[src/rtl/sd_pkg.sv]
// Shared types and constants for the card-side SD CMD line endpoint.
package sd_pkg;

  typedef enum logic [1:0] {
    RESP_NONE = 2'd0,
    RESP_R1   = 2'd1,
    RESP_R3   = 2'd2,
    RESP_R2   = 2'd3
  } resp_type_e;

  typedef enum logic [1:0] {
    ST_IDLE = 2'd0,
    ST_RX   = 2'd1,
    ST_WAIT = 2'd2,
    ST_TX   = 2'd3
  } state_e;

  localparam int         CMD_FRAME_LEN = 48;
  localparam int         R2_FRAME_LEN  = 136;
  localparam logic [6:0] CRC7_POLY     = 7'h09;  // x^7 + x^3 + 1
  localparam logic [5:0] FIXED_INDEX   = 6'b111111;

  function automatic logic [6:0] crc7_step(input logic [6:0] crc, input logic din);
    logic fb;
    fb = din ^ crc[6];
    return {crc[5:0], 1'b0} ^ (fb ? CRC7_POLY : 7'h00);
  endfunction

endpackage

[src/rtl/sd_crc7.sv]
// Bit-serial CRC7; clear together with enable restarts the CRC with that bit.
module sd_crc7
  import sd_pkg::*;
(
  input  logic       iclk,
  input  logic       irst_n,
  input  logic       iclr,
  input  logic       ien,
  input  logic       idin,
  output logic [6:0] ocrc
);

  logic [6:0] base;

  assign base = iclr ? 7'h00 : ocrc;

  always_ff @(posedge iclk or negedge irst_n) begin
    if (!irst_n) begin
      ocrc <= 7'h00;
    end else if (ien) begin
      ocrc <= crc7_step(base, idin);
    end else if (iclr) begin
      ocrc <= 7'h00;
    end
  end

endmodule

[src/rtl/sd_cmd_responder.sv]
// Card-side SD CMD endpoint: receives 48-bit commands, checks CRC7 and
// framing, then serialises an R1/R3/R2 response within the NCR window.
module sd_cmd_responder
  import sd_pkg::*;
#(
  parameter int NCR     = 2,
  parameter int NCR_MAX = 64
) (
  input  logic         iclk,
  input  logic         irst_n,
  input  logic         icmd_sd,
  output logic         ocmd_sd,
  output logic         ocmd_oe,
  output logic         ocmd_valid,
  output logic [5:0]   ocmd_index,
  output logic [31:0]  ocmd_arg,
  output logic         ocrc_err,
  output logic         otimeout,
  input  logic         iresp_valid,
  input  logic [1:0]   iresp_type,
  input  logic [126:0] iresp_data,
  output logic         obusy
);

  localparam logic [7:0] NCR_L       = 8'(NCR);
  localparam logic [7:0] NCR_MAX_L   = 8'(NCR_MAX);
  localparam logic [7:0] RX_LAST_BIT = 8'(CMD_FRAME_LEN - 1);
  localparam logic [7:0] CRC_FIRST   = 8'd40;
  localparam logic [7:0] CRC_LAST    = 8'd46;

  state_e         state;
  logic [7:0]     bit_cnt;
  logic           tx_started;
  logic           tx_is_r1;
  logic [7:0]     tx_len;
  logic [45:0]    rx_shift;
  logic [135:0]   tx_shift;
  logic [135:0]   frame_load;
  resp_type_e     resp_t;

  logic           rx_crc_clr;
  logic           rx_crc_en;
  logic [6:0]     rx_crc;
  logic           tx_crc_clr;
  logic           tx_crc_en;
  logic [6:0]     tx_crc;

  logic           frame_good;
  logic           accept;
  logic           tx_start;
  logic           tx_drive;
  logic           tx_bit;
  logic [2:0]     crc_sel;

  assign resp_t = resp_type_e'(iresp_type);
  assign obusy  = (state != ST_IDLE);

  // ---- receive: CRC covers start bit through the argument (bits 0..39)
  assign rx_crc_clr = (state == ST_IDLE) && !icmd_sd;
  assign rx_crc_en  = rx_crc_clr || ((state == ST_RX) && (bit_cnt < CRC_FIRST));

  sd_crc7 u_rx_crc (
    .iclk   (iclk),
    .irst_n (irst_n),
    .iclr   (rx_crc_clr),
    .ien    (rx_crc_en),
    .idin   (icmd_sd),
    .ocrc   (rx_crc)
  );

  // rx_shift holds frame bits 1..46 when the end bit is on the line
  assign frame_good = rx_shift[45] && (rx_shift[6:0] == rx_crc) && icmd_sd;

  // ---- response framing, MSB-first, left-aligned in the 136-bit register
  always_comb begin
    frame_load = '0;
    case (resp_t)
      RESP_R1: frame_load = {2'b00, ocmd_index,  iresp_data[31:0], 7'h7F, 1'b1, 88'd0};
      RESP_R3: frame_load = {2'b00, FIXED_INDEX, iresp_data[31:0], 7'h7F, 1'b1, 88'd0};
      RESP_R2: frame_load = {2'b00, FIXED_INDEX, iresp_data, 1'b1};
      default: frame_load = '0;
    endcase
  end

  assign accept   = (state == ST_WAIT) && iresp_valid && (resp_t != RESP_NONE);
  assign tx_start = (state == ST_TX) && !tx_started && (bit_cnt >= NCR_L);
  assign tx_drive = tx_start || ((state == ST_TX) && tx_started && (bit_cnt < tx_len));

  // ---- transmit: R1 CRC is generated on the fly from the first 40 bits sent
  assign tx_crc_clr = tx_start;
  assign tx_crc_en  = tx_start || ((state == ST_TX) && tx_started && (bit_cnt < CRC_FIRST));

  sd_crc7 u_tx_crc (
    .iclk   (iclk),
    .irst_n (irst_n),
    .iclr   (tx_crc_clr),
    .ien    (tx_crc_en),
    .idin   (tx_shift[135]),
    .ocrc   (tx_crc)
  );

  // bits 40..46 have low bits 0..6, so MSB-first selection is 6 - low bits
  assign crc_sel = 3'd6 - bit_cnt[2:0];
  assign tx_bit  = (tx_started && tx_is_r1 && (bit_cnt >= CRC_FIRST) && (bit_cnt <= CRC_LAST))
                   ? tx_crc[crc_sel] : tx_shift[135];

  // ---- datapath shift registers (contents are don't-care until framed)
  always_ff @(posedge iclk) begin
    if (rx_crc_clr || (state == ST_RX)) begin
      rx_shift <= {rx_shift[44:0], icmd_sd};
    end
    if (accept) begin
      tx_shift <= frame_load;
    end else if (tx_drive) begin
      tx_shift <= {tx_shift[134:0], 1'b0};
    end
  end

  // ---- control FSM; bit_cnt counts RX bits, WAIT edges after E, then TX bits
  always_ff @(posedge iclk or negedge irst_n) begin
    if (!irst_n) begin
      state      <= ST_IDLE;
      bit_cnt    <= 8'd0;
      tx_started <= 1'b0;
      tx_is_r1   <= 1'b0;
      tx_len     <= 8'd0;
      ocmd_sd    <= 1'b1;
      ocmd_oe    <= 1'b0;
      ocmd_valid <= 1'b0;
      ocrc_err   <= 1'b0;
      otimeout   <= 1'b0;
      ocmd_index <= 6'd0;
      ocmd_arg   <= 32'd0;
    end else begin
      ocmd_valid <= 1'b0;
      ocrc_err   <= 1'b0;
      otimeout   <= 1'b0;
      case (state)
        ST_IDLE: begin
          if (!icmd_sd) begin
            state   <= ST_RX;
            bit_cnt <= 8'd1;
          end
        end
        ST_RX: begin
          if (bit_cnt == RX_LAST_BIT) begin
            if (frame_good) begin
              ocmd_valid <= 1'b1;
              ocmd_index <= rx_shift[44:39];
              ocmd_arg   <= rx_shift[38:7];
              bit_cnt    <= 8'd1;
              state      <= ST_WAIT;
            end else begin
              ocrc_err <= 1'b1;
              state    <= ST_IDLE;
            end
          end else begin
            bit_cnt <= bit_cnt + 8'd1;
          end
        end
        ST_WAIT: begin
          if (iresp_valid) begin
            if (resp_t == RESP_NONE) begin
              state <= ST_IDLE;
            end else begin
              state      <= ST_TX;
              tx_started <= 1'b0;
              tx_is_r1   <= (resp_t == RESP_R1);
              tx_len     <= (resp_t == RESP_R2) ? 8'(R2_FRAME_LEN) : 8'(CMD_FRAME_LEN);
              bit_cnt    <= bit_cnt + 8'd1;
            end
          end else if (bit_cnt == NCR_MAX_L) begin
            otimeout <= 1'b1;
            state    <= ST_IDLE;
          end else begin
            bit_cnt <= bit_cnt + 8'd1;
          end
        end
        ST_TX: begin
          if (!tx_started) begin
            if (bit_cnt >= NCR_L) begin
              tx_started <= 1'b1;
              ocmd_oe    <= 1'b1;
              ocmd_sd    <= tx_bit;
              bit_cnt    <= 8'd1;
            end else begin
              bit_cnt <= bit_cnt + 8'd1;
            end
          end else if (bit_cnt < tx_len) begin
            ocmd_sd <= tx_bit;
            bit_cnt <= bit_cnt + 8'd1;
          end else begin
            ocmd_oe    <= 1'b0;
            ocmd_sd    <= 1'b1;
            tx_started <= 1'b0;
            state      <= ST_IDLE;
          end
        end
        default: state <= ST_IDLE;
      endcase
    end
  end

endmodule

[config.mk]
export PLATFORM = sky130hd
export DESIGN_NAME = sd_cmd_responder
export DESIGN_NICKNAME = d
export VERILOG_FILES = /design/src/rtl/sd_pkg.sv /design/src/rtl/sd_crc7.sv /design/src/rtl/sd_cmd_responder.sv
export SDC_FILE = /design/constraint.sdc
export NUM_CORES = 1
export LEC_CHECK = 0
export BUFFER_PORTS_ARGS = -buffer_cell sky130_fd_sc_hd__buf_4
export CORE_ASPECT_RATIO = 0.8
export CORE_MARGIN = 4
export CORE_UTILIZATION = 55
export DETAILED_ROUTE_END_ITERATION = 6
export PLACE_DENSITY_LB_ADDON = 0.25
export SLEW_MARGIN = 20
export SYNTH_ARGS = -nofsm -noshare
export SYNTH_HDL_FRONTEND = slang
export SYNTH_SLANG_ARGS = --single-unit
[constraint.sdc]
create_clock -name iclk -period 13.9 [get_ports iclk]
set_input_delay 0.695 -clock iclk [delete_from_list [all_inputs] [get_ports iclk]]
set_output_delay 0.695 -clock iclk [all_outputs]
set_load 0.02 [all_outputs]
== After elaboration in Yosys (flattened, before gate mapping) ==
Cells that the tools add are included.
Cells by class
  muxes and demuxes: 53
  equal/unequal tests: 21
  divide/modulo/power cells: 0
  $lt $le $gt $ge: 6
  shifts and indexed selects: 0
  reductions and logical operators: 34
  $add $sub $neg: 2
  bitwise operators: 5
  multipliers: 0
Operators by type and width (count)
  $pmux W134 S3: 1
  $mux W136: 2
  $mux W8: 10
  $pmux W8 S4: 1
  $mux W7: 4
  $mux W1: 22
  $mux W2: 8
  $logic_and A1 B1 Y1: 14
  $xor A7 B7 Y7: 2
  $ne A2 B2 Y1 const B: 6
  $reduce_and A3 Y1: 4
  $reduce_and A5 Y1: 2
  $reduce_bool A2 Y1: 5
  $ne A3 B3 Y1 const B: 3
  $add A8 B1 Y8 const B: 1
  $eq A2 B2 Y1 const B: 4
  $eq A8 B6 Y1 const B: 1
  $eq A8 B7 Y1 const B: 1
  $ge A8 B2 Y1 const B: 1
  $ge A8 B6 Y1 const B: 1
  $le A8 B6 Y1 const B: 1
  $lt A8 B6 Y1 const B: 1
  $lt A8 B8 Y1: 1
  $mux W4: 2
  15 further kinds: 23
Word-level totals
  word-level logic and storage cells: 137
  RAM bits: 0
  memory bits (read-only): 0
  bits in latches: 0
  flip-flop bits (word level): 259
  memories: 0
  output and inout port bits: 44
  bits of input ports: 133

== Logic depth before layout (Yosys ltp) ==
  depth in word-level cells: 8
  gate-level depth with buffers: 9
  mapped depth without buffers: 7

== Modules after synthesis ==
Synthesis repeated with hierarchy kept, for this count alone.
Second synthesis, totals
  cell total of the unflattened synthesis: 704
  area total of the unflattened synthesis: 10492.6 µm²
By module, submodules not included
  sd_cmd_responder: times used 1, cells each 642, area each 9829.4 µm², seq. area each 6892.9 µm²
  sd_crc7: times used 2, cells each 31, area each 331.6 µm², seq. area each 175.2 µm²

== Worst setup path after synthesis ==
No wires, ideal clock.
  path kind: input -> register
  from: in iresp_type[1]
  to: reg tx_shift[0] (enable)
  slack: 8.728 ns
  cell stages on the path: 5
  data arrival time: 4.001 ns
  library setup time: 1.171 ns
  data required time: 12.729 ns
  buffers on the path: 3
  cells stage by stage: clkbuf_1 o21ai_1 clkbuf_1 clkbuf_1 nand2_1
On the way
  cells in the longest elaborated chain, start to end: 3
Ends and longest elaborated chain
  from (decl): RTL line sd_cmd_responder.sv:20  | input logic [1:0] iresp_type,
  $reduce_bool A2 Y1: RTL line sd_cmd_responder.sv:85  | assign accept = (state == ST_WAIT) && iresp_valid && (resp_t != RESP_NONE);
  $logic_and A1 B1 Y1: RTL line sd_cmd_responder.sv:85
  $reduce_bool A2 Y1 (no line)
  to (signal assigned): RTL line sd_cmd_responder.sv:113  | tx_shift <= frame_load;
  to (signal assigned): RTL line sd_cmd_responder.sv:115  | tx_shift <= {tx_shift[134:0], 1'b0};
  to (decl): RTL line sd_cmd_responder.sv:37  | logic [135:0] tx_shift;
Every way passes these cells.
A chain may end at the register's enable or synchronous reset.

== Worst setup path after layout ==
  from: reg bit_cnt[5]
  to: reg tx_shift[30] (enable)
On the way
  cells in the longest elaborated chain, start to end: 4
  elaborated cells on any way between the ends: 6
  classes of those cells: order compare (2); reduce/logical (4)
Ends and longest elaborated chain
  from (decl): RTL line sd_cmd_responder.sv:32  | logic [7:0] bit_cnt;
  from (signal assigned): RTL line sd_cmd_responder.sv:158  | bit_cnt <= bit_cnt + 8'd1;
  from (signal assigned): RTL line sd_cmd_responder.sv:170  | bit_cnt <= bit_cnt + 8'd1;
  from (signal assigned): RTL line sd_cmd_responder.sv:176  | bit_cnt <= bit_cnt + 8'd1;
  $ge A8 B2 Y1 or $lt A8 B8 Y1 (tied branches): RTL line sd_cmd_responder.sv:86, sd_cmd_responder.sv:87
  $logic_and A1 B1 Y1, on equally long branches: RTL line sd_cmd_responder.sv:86, sd_cmd_responder.sv:87
  $logic_or A1 B1 Y1 (*): RTL line sd_cmd_responder.sv:87  | assign tx_drive = tx_start || ((state == ST_TX) && tx_started && (bit_cnt < tx_len));
  $reduce_bool A2 Y1 (no line) (*)
Every way passes the cells marked *; elsewhere a longest branch is shown, timed or not.

==> flow_summary.toml <==
[power]
powerDensity_nw_per_um2 = 124
p_total_mw = 1.61
switching_share = 0.205
p_leak_nw = 4.99
seqPwrFrac = 0.517
clock_power_share = 0.443
p_switching_mw = 0.330
pwr-share-comb = 0.039
vdd_drop_max_mv = 0.105
internal_power_mw = 1.28

[final_layout]
area_delta_synth_final_pct = 22.6
seq_area_um2 = 7240
utilization = 0.684
antenna_cells = 0
multiInputGateArea_um2 = 2980
nFillCells = 1306
final_nets = 1017
layout_commonest_cell = "edfxtp_1"
fin_cells = 1156
drive_gt1_frac = 0.303
post-route-cell-area_um2 = 12900
final_cell_mix = "edfxtp_1 (182), buf_4 (180), a22o_1 (87)"

[synthesis]
synth-simple-area-share = 0.0549
synth_xor_area_frac = 0.00984
yosys_warnings = 0
syn_nets = 857
syn_inst = 719
synth_compound_area_frac = 0.149
synth_seq_cells = 253
synth_fa_ha_area_frac = 0.00593
synth_top_family_by_area = "compound AO/OA/AOI/OAI gates"
ys_types = 59
netlist_area_um2 = 10600
synth_mux_area_frac = 0.0596
synth-main-ff-cell = "edfxtp_1"
synthArstFlopShare = 0.281
yosysSeqAreaShare = 0.686
avgSynthCellArea_um2 = 14.7
synth_edf_count = 182

[placed_design]
port_buffers = 176
hpwl_um = 15300
dpl_worst_slack_ns = 10.39
dpl_cell_area_um2 = 12100
gp_congestion = 0.866
dp.cells = 1109

[sta]
slew_headroom = 0.280
post-route-min-period_ns = 3.54
setup_ws_ns = 10.36
worstMarginPinSlew_ns = 1.08
hold_ws_ns = 0.317
clock_skew_ns = 0.0132
finalHoldViolations = 0
timing.setup.tns_ns = 0
finalCritPeriodShare = 0.255
fmax_ghz = 0.282
setup_viol = 0
rsz0062_at_grt = "no"
drv_slew = 0

[route]
met1_length_um = 10500
drtIter0Drc = 687
drc = 0
wl_met2_um = 11100
dr_total_vias = 6786
final_antenna_net_count = 0
viasPerCell = 5.87
highest_layer = "met4"
wl_met3_um = 1600
dr.pass1.iters = 6
drt-wirelength-per-cell_um = 20.6
routed_wl_um = 23800

[die]
initial_core_util = 0.558
die_y_um = 132
pin_count = 177
core-area_um2 = 18900
rows = 45
die_w_um = 163
die_area_um2 = 21500

[worst_setup_path]
cp-end-kind = "flip-flop"
critPathMaxFanout = 78
r2r_cells = 7
critPathRequiredTime_ns = 14.04
worst-setup-path-type = "flip-flop to flip-flop"
worstPathArrival_ns = 3.69
start_kind = "flip-flop"

[cts]
cts_root_buffer = "clkbuf_16"
clk_path_buf_depth = 3
holdBufCountCts = 0
insertion_delay_ns = 0.53
path_clk_slew_ns = 0.06
cts_buffers = 26
cts_tree = "built"
htree_num_levels = 1
cts_setup_buffers = 0
clock_sinks = 253
ctsResizeCount = 0

[grt]
grt_pass1_wl_um = 37900
overflow = 0
grt_antenna_before_repair = 0
grt_max_degree = 113
grt_pass1_vias = 6921
grtUsageTotal = 0.219

[run_status]
status = "finished, final reports clean"

[min_path]
hold_class = "primary input to asynchronous set/reset pin"

[job]
maxCapViolations = 0
==> sequential cells by signal, indices dropped and copies added (netlist names), 6 cells and up <==
name / cells
u_tx_crc.ocrc: 7
ocmd_arg: 32
rx_shift: 46
ocmd_index: 6
tx_shift: 136
bit_cnt: 8
u_rx_crc.ocrc: 7
==> worst max-delay path: stages (launching register included) <==
cell	delay [ns]
dfrtp_1	0.54
ha_1	0.30
nor4_1	0.31
o21ai_1	0.15
nand2_1	0.18
a21oi_1	0.14
nand2_4	0.58
buf_4	0.87
==> power groups by stage <==
stage	clock, mW	combinational [mW]	sequential, mW
after floorplan	0	0.0227	0.843
after global placement	0	0.0610	0.847
after detailed placement	0	0.0637	0.848
after CTS	0.725	0.0642	0.833
after global routing	0.756	0.0702	0.835
final	0.714	0.0635	0.833
==> metal layers <==
| layer | GRT usage | vias up |
|---|---|---|
| li1 | - | 3132 |
| met1 | 0.316 | 3379 |
| met2 | 0.338 | 232 |
| met3 | 0.0506 | 43 |
| met4 | 0.0615 | 0 |
| met5 | 0 | - |
==> cell usage after synthesis, types with 2 or more instances <==
cell type / instances / share of area
a211oi_1: 3 / 0.0021
o31ai_1: 3 / 0.0021
xor2_1: 9 / 0.0075
a222oi_1: 23 / 0.022
o41ai_1: 4 / 0.0033
a21oi_1: 14 / 0.0066
o21ai_1: 6 / 0.0028
nand3_1: 12 / 0.0057
mux2_4: 10 / 0.014
a22o_1: 87 / 0.072
edfxtp_1: 182 / 0.52
nand4b_1: 3 / 0.0025
buf_2: 15 / 0.0071
nand4_1: 4 / 0.0024
and2_1: 3 / 0.0018
dfrtp_1: 70 / 0.17
nand2_1: 42 / 0.015
mux2_1: 5 / 0.0053
and3_1: 5 / 0.0030
mux2i_1: 13 / 0.012
a2111oi_0: 2 / 0.0017
nor4_1: 2 / 0.0012
a221oi_1: 2 / 0.0017
nand2b_1: 3 / 0.0018
buf_6: 2 / 0.0021
inv_1: 39 / 0.014
a211o_1: 3 / 0.0025
o22ai_1: 2 / 0.0012
nor2b_1: 5 / 0.0030
nor2_1: 18 / 0.0064
mux2_2: 24 / 0.026
a31oi_1: 5 / 0.0030
nor3_1: 6 / 0.0028
ha_1: 5 / 0.0059
o21ai_0: 19 / 0.0090
clkbuf_1: 30 / 0.011
or3_1: 3 / 0.0018
o32ai_1: 2 / 0.0017
o22a_1: 14 / 0.012
==> area by class of cell <==
cell class / instances / share of cell area
timing repair buffer: 181 / 0.105
clock inverter: 13 / 0.0121
tap: 258 / 0.0249
clock buffer: 34 / 0.0565
inverter: 39 / 0.0114
multi-input combinational: 378 / 0.230
sequential: 253 / 0.560
==> final timing paths <==
kind                              startpoint  slack (ns)           end
worst max register to register    bit_cnt[5]       10.36  tx_shift[30]
worst min register to register  rx_shift[23]        0.45  rx_shift[24]
worst min-delay path                  irst_n        0.32   ocmd_arg[9]
max in group asynchronous             irst_n       12.99    bit_cnt[1]
min in group iclk               rx_shift[23]        0.45  rx_shift[24]
worst max-delay path              bit_cnt[5]       10.36  tx_shift[30]
==> logic make-up (layout without fill, tap and decap cells) <==
family | Yosys count | after routing
fa+ha+maj | 5 | 5
buf+inv | 88 | 267
compound gates | 195 | 195
simple gates | 114 | 114
xor+xnor | 11 | 11
flops | 253 | 253
mux | 53 | 53
Note: power is estimated with default switching activity, not from simulation.
